$ cat config.mk
export PLATFORM = sky130hd
export DESIGN_NAME = key_cmd_front
export DESIGN_NICKNAME = d
export VERILOG_FILES = /design/src/rtl/rpn_pkg.sv /design/src/rtl/key_debounce.sv /design/src/rtl/key_cmd_front.sv
export SDC_FILE = /design/constraint.sdc
export NUM_CORES = 1
export LEC_CHECK = 0
export ABC_CLOCK_PERIOD_IN_PS = 4900
export BUFFER_PORTS_ARGS = -buffer_cell sky130_fd_sc_hd__buf_2
export CELL_PAD_IN_SITES_DETAIL_PLACEMENT = 0
export CELL_PAD_IN_SITES_GLOBAL_PLACEMENT = 1
export CORE_ASPECT_RATIO = 2
export CORE_MARGIN = 3
export CORE_UTILIZATION = 46
export DETAILED_ROUTE_END_ITERATION = 16
export PLACE_DENSITY_LB_ADDON = 0.08
export SYNTH_ARGS = -nofsm -noshare
export SYNTH_HDL_FRONTEND = slang
export SYNTH_SLANG_ARGS = --single-unit
$ cat constraint.sdc
create_clock -name clk -period 4.9 [get_ports clk]
set_clock_uncertainty 0.2 [all_clocks]
set_input_delay 0 -clock clk [delete_from_list [all_inputs] [get_ports clk]]
set_output_delay 0 -clock clk [all_outputs]
set_load 0.03 [all_outputs]
$ cat src/rtl/rpn_pkg.sv
// ---------------------------------------------------------------------------
// rpn_pkg -- shared definitions for the RPN calculator key front end.
//
// Holds the 4-bit command code enum (also used by the downstream calculator),
// the key front-end FSM state type and two small decode helpers.
// No ports (package).
// ---------------------------------------------------------------------------
package rpn_pkg;

  typedef enum logic [3:0] {
    OP_PUSH = 4'd0,
    OP_POP  = 4'd1,
    OP_ADD  = 4'd2,
    OP_SUB  = 4'd3,
    OP_MUL  = 4'd4,
    OP_SLL  = 4'd5,
    OP_SRL  = 4'd6,
    OP_LT   = 4'd7,
    OP_AND  = 4'd8,
    OP_OR   = 4'd9,
    OP_NOR  = 4'd10,
    OP_XOR  = 4'd11,
    OP_SWAP = 4'd12
  } rpn_op_e;

  // Codes 13..15 are reserved and are dropped by the front end.
  localparam logic [3:0] OP_FIRST_RESERVED = 4'd13;

  typedef enum logic [1:0] {
    ST_IDLE    = 2'd0,
    ST_VALID   = 2'd1,
    ST_RELEASE = 2'd2
  } front_state_e;

  // Slot numbering runs opposite to the key bit index: KEY3 is slot 0.
  function automatic logic [1:0] key_slot(input logic [3:0] fall);
    logic [1:0] slot;
    if (fall[3])      slot = 2'd0;
    else if (fall[2]) slot = 2'd1;
    else if (fall[1]) slot = 2'd2;
    else              slot = 2'd3;
    return slot;
  endfunction

  function automatic logic is_reserved(input logic [3:0] code);
    return (code >= OP_FIRST_RESERVED);
  endfunction

endpackage

$ cat src/rtl/key_debounce.sv
// ---------------------------------------------------------------------------
// key_debounce -- one push button: 2-flop synchronizer plus run-length
// debouncer.
//
// Ports:
//   clk, rst  clock, synchronous active-high reset
//   key_raw   raw active-low button level, asynchronous to clk
//   sample    synchronized (not yet debounced) level
//   level     accepted (debounced) level, reset value 1
//   fall      one-cycle pulse on the cycle level becomes 0
// ---------------------------------------------------------------------------
module key_debounce #(
  parameter int DEBOUNCE_CYCLES = 4
) (
  input  logic clk,
  input  logic rst,
  input  logic key_raw,
  output logic sample,
  output logic level,
  output logic fall
);

  localparam logic [15:0] RUN_LAST = 16'(DEBOUNCE_CYCLES - 1);

  logic        sync1_reg;
  logic        sync2_reg;
  logic [15:0] run_reg;
  logic        level_reg;
  logic        fall_reg;

  always_ff @(posedge clk) begin
    if (rst) begin
      sync1_reg <= 1'b1;
      sync2_reg <= 1'b1;
      run_reg   <= '0;
      level_reg <= 1'b1;
      fall_reg  <= 1'b0;
    end else begin
      sync1_reg <= key_raw;
      sync2_reg <= sync1_reg;
      fall_reg  <= 1'b0;
      // run_reg counts consecutive samples that disagree with the accepted
      // level; the DEBOUNCE_CYCLES-th such sample flips the level.
      if (sync2_reg == level_reg) begin
        run_reg <= '0;
      end else if (run_reg == RUN_LAST) begin
        run_reg   <= '0;
        level_reg <= sync2_reg;
        fall_reg  <= ~sync2_reg;
      end else begin
        run_reg <= run_reg + 16'd1;
      end
    end
  end

  assign sample = sync2_reg;
  assign level  = level_reg;
  assign fall   = fall_reg;

endmodule

$ cat src/rtl/key_cmd_front.sv
// ---------------------------------------------------------------------------
// key_cmd_front -- turns four debounced push buttons plus mode/operand
// switches into single calculator commands with a valid/ready handshake.
//
// Ports:
//   clk, rst     clock, synchronous active-high reset
//   key[3:0]     raw KEY3..KEY0, active-low, asynchronous
//   mode[1:0]    operation bank {SW17,SW16}
//   val[15:0]    operand SW15..SW0
//   cmd_ready    downstream can accept a command this cycle
//   cmd_valid    command available
//   cmd_op       command code {mode, slot}
//   cmd_val      operand captured with the command
//   cmd_illegal  one-cycle pulse when a reserved code is dropped
//   cmd_count    accepted-command counter (wraps), drives LEDG
// ---------------------------------------------------------------------------
module key_cmd_front
  import rpn_pkg::*;
#(
  parameter int DEBOUNCE_CYCLES = 4
) (
  input  logic        clk,
  input  logic        rst,
  input  logic [3:0]  key,
  input  logic [1:0]  mode,
  input  logic [15:0] val,
  input  logic        cmd_ready,
  output logic        cmd_valid,
  output logic [3:0]  cmd_op,
  output logic [15:0] cmd_val,
  output logic        cmd_illegal,
  output logic [7:0]  cmd_count
);

  logic [3:0] sample;
  logic [3:0] level;
  logic [3:0] fall;

  generate
    for (genvar gi = 0; gi < 4; gi++) begin : g_key
      key_debounce #(
        .DEBOUNCE_CYCLES(DEBOUNCE_CYCLES)
      ) u_debounce (
        .clk     (clk),
        .rst     (rst),
        .key_raw (key[gi]),
        .sample  (sample[gi]),
        .level   (level[gi]),
        .fall    (fall[gi])
      );
    end
  endgenerate

  // Reset forces every synchronizer to "released", so a button held through
  // reset would otherwise look like a fresh press. Press events stay
  // disabled until all synchronized samples have read released for
  // DEBOUNCE_CYCLES+2 consecutive cycles, which outlasts the synchronizer
  // pipeline and forces a full release of any key held across reset.
  localparam logic [16:0] ARM_LAST = 17'(DEBOUNCE_CYCLES + 1);

  logic [16:0] arm_cnt_reg;
  logic        armed_reg;

  always_ff @(posedge clk) begin
    if (rst) begin
      arm_cnt_reg <= '0;
      armed_reg   <= 1'b0;
    end else if (!armed_reg) begin
      if (&sample) begin
        if (arm_cnt_reg == ARM_LAST) armed_reg   <= 1'b1;
        else                         arm_cnt_reg <= arm_cnt_reg + 17'd1;
      end else begin
        arm_cnt_reg <= '0;
      end
    end
  end

  // A press event is exactly one key newly accepted low while the other
  // three are still accepted high.
  logic       press_event;
  logic [3:0] press_code;

  assign press_event = armed_reg && $onehot(fall) && ((level | fall) == 4'hF);
  assign press_code  = {mode, key_slot(fall)};

  front_state_e state_reg, state_next;
  logic [3:0]   cmd_op_reg, cmd_op_next;
  logic [15:0]  cmd_val_reg, cmd_val_next;
  logic         cmd_illegal_reg, cmd_illegal_next;
  logic [7:0]   cmd_count_reg, cmd_count_next;

  always_ff @(posedge clk) begin
    if (rst) begin
      state_reg       <= ST_IDLE;
      cmd_op_reg      <= '0;
      cmd_val_reg     <= '0;
      cmd_illegal_reg <= 1'b0;
      cmd_count_reg   <= '0;
    end else begin
      state_reg       <= state_next;
      cmd_op_reg      <= cmd_op_next;
      cmd_val_reg     <= cmd_val_next;
      cmd_illegal_reg <= cmd_illegal_next;
      cmd_count_reg   <= cmd_count_next;
    end
  end

  always_comb begin
    state_next       = state_reg;
    cmd_op_next      = cmd_op_reg;
    cmd_val_next     = cmd_val_reg;
    cmd_illegal_next = 1'b0;
    cmd_count_next   = cmd_count_reg;
    case (state_reg)
      ST_IDLE: begin
        if (press_event) begin
          if (is_reserved(press_code)) begin
            state_next       = ST_RELEASE;
            cmd_illegal_next = 1'b1;
          end else begin
            state_next   = ST_VALID;
            cmd_op_next  = press_code;
            cmd_val_next = val;
          end
        end
      end
      ST_VALID: begin
        if (cmd_ready) begin
          state_next     = ST_RELEASE;
          cmd_count_next = cmd_count_reg + 8'd1;
        end
      end
      ST_RELEASE: begin
        if (&level) state_next = ST_IDLE;
      end
      default: state_next = ST_IDLE;
    endcase
  end

  assign cmd_valid   = (state_reg == ST_VALID);
  assign cmd_op      = cmd_op_reg;
  assign cmd_val     = cmd_val_reg;
  assign cmd_illegal = cmd_illegal_reg;
  assign cmd_count   = cmd_count_reg;

endmodule

==> flow_metrics.env <==
export IMPL_fin_crit_sh_pct=66.7
export IMPL_tightest_slew_ps=796
export IMPL_grtUsageMet1_pct=19.3
export IMPL_startpoint_type="register"
export IMPL_grt_pass1_wl_um=20200
export IMPL_synth_cell_types=44
export IMPL_drt_iter0_drc=189
export IMPL_h_tree_depth=4
export IMPL_setup_tns_ps=0
export IMPL_worstPathArrival_ps=3350
export IMPL_use_met3_pct=4.52
export IMPL_finalHoldViolCount=0
export IMPL_wl_um=11900
export IMPL_dp_cells=802
export IMPL_syn_area_um2=5520
export IMPL_core_um2=11700
export IMPL_critPathKind="register to register"
export IMPL_clock_fmax_ghz=0.306
export IMPL_drive_gt1_share_pct=14.3
export IMPL_insertion_delay_ps=410
export IMPL_async_flop_share_pct=0
export IMPL_ant_nets=0
export IMPL_synthCells=622
export IMPL_synthToLayoutAreaGrowth_pct=22.6
export IMPL_swShare_pct=20.5
export IMPL_slew_headroom_pct=46.9
export IMPL_synth_ff_type="dfxtp_1"
export IMPL_grt_pass1_vias=4381
export IMPL_vias_per_cell=5.31
export IMPL_ys_seq_area_share_pct=46.8
export IMPL_p_leak_nw=2.56
export IMPL_final_cells=858
export IMPL_cts_root_buf="clkbuf_16"
export IMPL_seqPwrFrac_pct=42.8
export IMPL_clock_sinks=129
export IMPL_post_cts_buffers=0
export IMPL_critical_path_slowest_cell="fa_1"
export IMPL_first_pass_iters=4
export IMPL_whs_ps=111
export IMPL_route_detailed_drc=0
export IMPL_grt_most_used_layer="met2"
export IMPL_cp_end_kind="register"
export IMPL_antenna_cells=0
export IMPL_maxCapViolCount=0
export IMPL_ir_drop_uv=264
export IMPL_hpwl_um=8180
export IMPL_max_stage_delay_ps=540
export IMPL_fin_nets=735
export IMPL_cts_made_buffers=17
export IMPL_p_clk_share_pct=54.5
export IMPL_maxSlewViolCount=0
export IMPL_yosysWarningCount=0
export IMPL_vias=4556
export IMPL_ioPinCount=55
export IMPL_grt_max_degree=54
export IMPL_grt_util_met2_pct=34.2
export IMPL_crit_family="adder cells"
export IMPL_cts_buffer_depth=2
export IMPL_largest_reg_flops=64
export IMPL_fp_dieW_um=83.4
export IMPL_p_comb_share_pct=2.7
export IMPL_grtUsageTotal_pct=18.4
export IMPL_p_per_area_nw_per_um2=366
export IMPL_port_buffers=54
export IMPL_fin_crit_ps=3270
export IMPL_routabilityCongestion=0.769
export IMPL_status="finished, final reports clean"
export IMPL_clk_pin_slew_ps=60
export IMPL_p_int_w=0.00197
export IMPL_critPathRequiredTime_ps=4980
export IMPL_path_buf_inv=3
export IMPL_yosys_register_bits=129
export IMPL_cts_resized=0
export IMPL_path_cells="inv_1 -> fa_1 -> inv_1 -> ha_1 -> ha_1 -> nand3b_1 -> or4_4 -> nor4b_4 -> buf_4 -> mux2i_1 -> nor2_1"
export IMPL_start_util_pct=47.1
export IMPL_p_sw_w=0.000508
export IMPL_dp_slack_ps=1640
export IMPL_cts_hold_buffers_added=24
export IMPL_num_rows=56
export IMPL_cts_tree="yes"
export IMPL_fillers=1068
export IMPL_antenna_found_initial=0
export IMPL_layout_setup_ws_ps=1630
export IMPL_setup_violations_final=0
export IMPL_synth_net_count=657
export IMPL_die_h_um=161
export IMPL_critPathMaxFanout=20
export IMPL_overflow=0
export IMPL_grt_setup_unrepaired="false"
export IMPL_wl_per_cell_um=13.9
export IMPL_hp_class="input pin to register"
export IMPL_die_area_um2=13400
export IMPL_avgSynthCellArea_um2=8.87
export IMPL_synth_edf_count=0
-- cell families after synthesis --
family,Yosys count,share of synthesized area (%)
DFF,129,46.8
adders and majority gates,10,2.40
and+or+nand+nor,308,28.2
AOI/OAI and AO/OA,54,5.94
buffers and inverters,38,2.90
xor gates and xnor gates,61,9.69
muxes,22,3.99
-- power groups by stage --
stage	Sequential [W]	Combinational (W)	Clock, W
after floorplan	0.00108	0.0000334	0
after global placement	0.00108	0.0000508	0
after detailed placement	0.00108	0.0000515	0
after CTS	0.00106	0.0000667	0.00138
after global routing	0.00106	0.0000746	0.00142
final	0.00106	0.0000664	0.00135
-- worst paths after layout --
| kind | to | slack (ps) | cells past startpoint | startpoint |
|---|---|---|---|---|
| max | cmd_val[13]$_SDFFE_PP0P_ | 1630 | 11 | g_key[0].u_debounce.fall$_SDFF_PP0_ |
| min | g_key[2].u_debounce.sync1_reg$_SDFF_PP1_ | 110 | 3 | key[2] |
| max reg2reg | cmd_val[13]$_SDFFE_PP0P_ | 1630 | 11 | g_key[0].u_debounce.fall$_SDFF_PP0_ |
| min reg2reg | g_key[1].u_debounce.sample$_SDFF_PP1_ | 210 | 1 | g_key[1].u_debounce.sync1_reg$_SDFF_PP1_ |
-- layout make-up --
type	count	area [µm²]	share of cell area, %
Clock buffer	19	453	6.70
Inverter	17	63.8	0.944
Tap cell	145	181	2.68
Multi-Input combinational cell	455	2770	41.0
Sequential cell	129	2580	38.2
Clock inverter	13	184	2.72
Timing Repair Buffer	80	526	7.77
-- synthesized netlist by cell type (2+ instances only) --
library cell | number | area [µm²]
nand2_1 | 34 | 128
buf_2 | 2 | 10.0
or4_1 | 2 | 15.0
or2_2 | 11 | 68.8
or3_1 | 9 | 56.3
nand3b_1 | 2 | 15.0
buf_6 | 2 | 22.5
and4_1 | 7 | 61.3
nor4b_1 | 9 | 78.8
a211o_1 | 3 | 26.3
nand4_1 | 21 | 131
nor3_1 | 16 | 80.1
o22a_1 | 2 | 17.5
and3_1 | 19 | 119
nor2_1 | 115 | 432
xor2_1 | 35 | 307
a31oi_1 | 5 | 31.3
dfxtp_1 | 129 | 2580
nor2b_1 | 3 | 18.8
nor4_1 | 16 | 100
inv_1 | 17 | 63.8
xnor2_1 | 26 | 228
nand3_1 | 38 | 190
a21oi_1 | 15 | 75.1
mux2i_1 | 22 | 220
ha_1 | 9 | 113
o21bai_1 | 2 | 15.0
o21ai_0 | 18 | 90.1
clkbuf_1 | 16 | 60.1
o21a_1 | 3 | 22.5
-- per-layer routing --
metal,up-vias,wire length (µm)
li1,2325,-
met1,2152,4730
met2,60,6710
met3,19,254
met4,0,244
met5,-,0
-- cells in the final DEF (no fill, tap or decap), types with 2 or more instances in the layout --
master,netlist,final
dfxtp_1,129,129
nor2_1,115,115
buf_2,2,54
nand3_1,38,38
xor2_1,35,35
nand2_1,34,34
xnor2_1,26,26
dlygate4sd3_1,0,24
mux2i_1,22,22
nand4_1,21,21
and3_1,19,19
o21ai_0,18,18
inv_1,17,17
clkbuf_16,0,17
nor3_1,16,16
nor4_1,16,16
a21oi_1,15,15
or2_2,11,11
or3_1,9,9
nor4b_1,9,9
ha_1,9,9
and4_1,7,7
a31oi_1,5,5
bufinv_16,0,4
o21a_1,3,3
a211o_1,3,3
nor2b_1,3,3
clkinvlp_4,0,3
clkinv_2,0,3
o21bai_1,2,2
or4_1,2,2
o22a_1,2,2
nand3b_1,2,2
clkbuf_8,0,2
clkinv_4,0,2
buf_4,0,2
-- stage by stage --
step / area [µm²] / total power [W] / utilization [%]
finish: 6760 / 0.00247 / 57.8
floorplan: 5520 / 0.00111 / -
global route: 6760 / 0.00256 / 57.8
global placement: 5890 / 0.00113 / 50.3
CTS: 6760 / 0.00251 / 57.8
detailed placement: 5890 / 0.00113 / 50.3
-- worst reg2reg max path: stages (launching register included) --
cell and delay (ps):
dfxtp_1 330, inv_1 60, fa_1 540, inv_1 50, ha_1 190, ha_1 280, nand3b_1 150, or4_4 450
nor4b_4 220, buf_4 370, mux2i_1 270, nor2_1 50
Power figures use the tool's default switching activity.
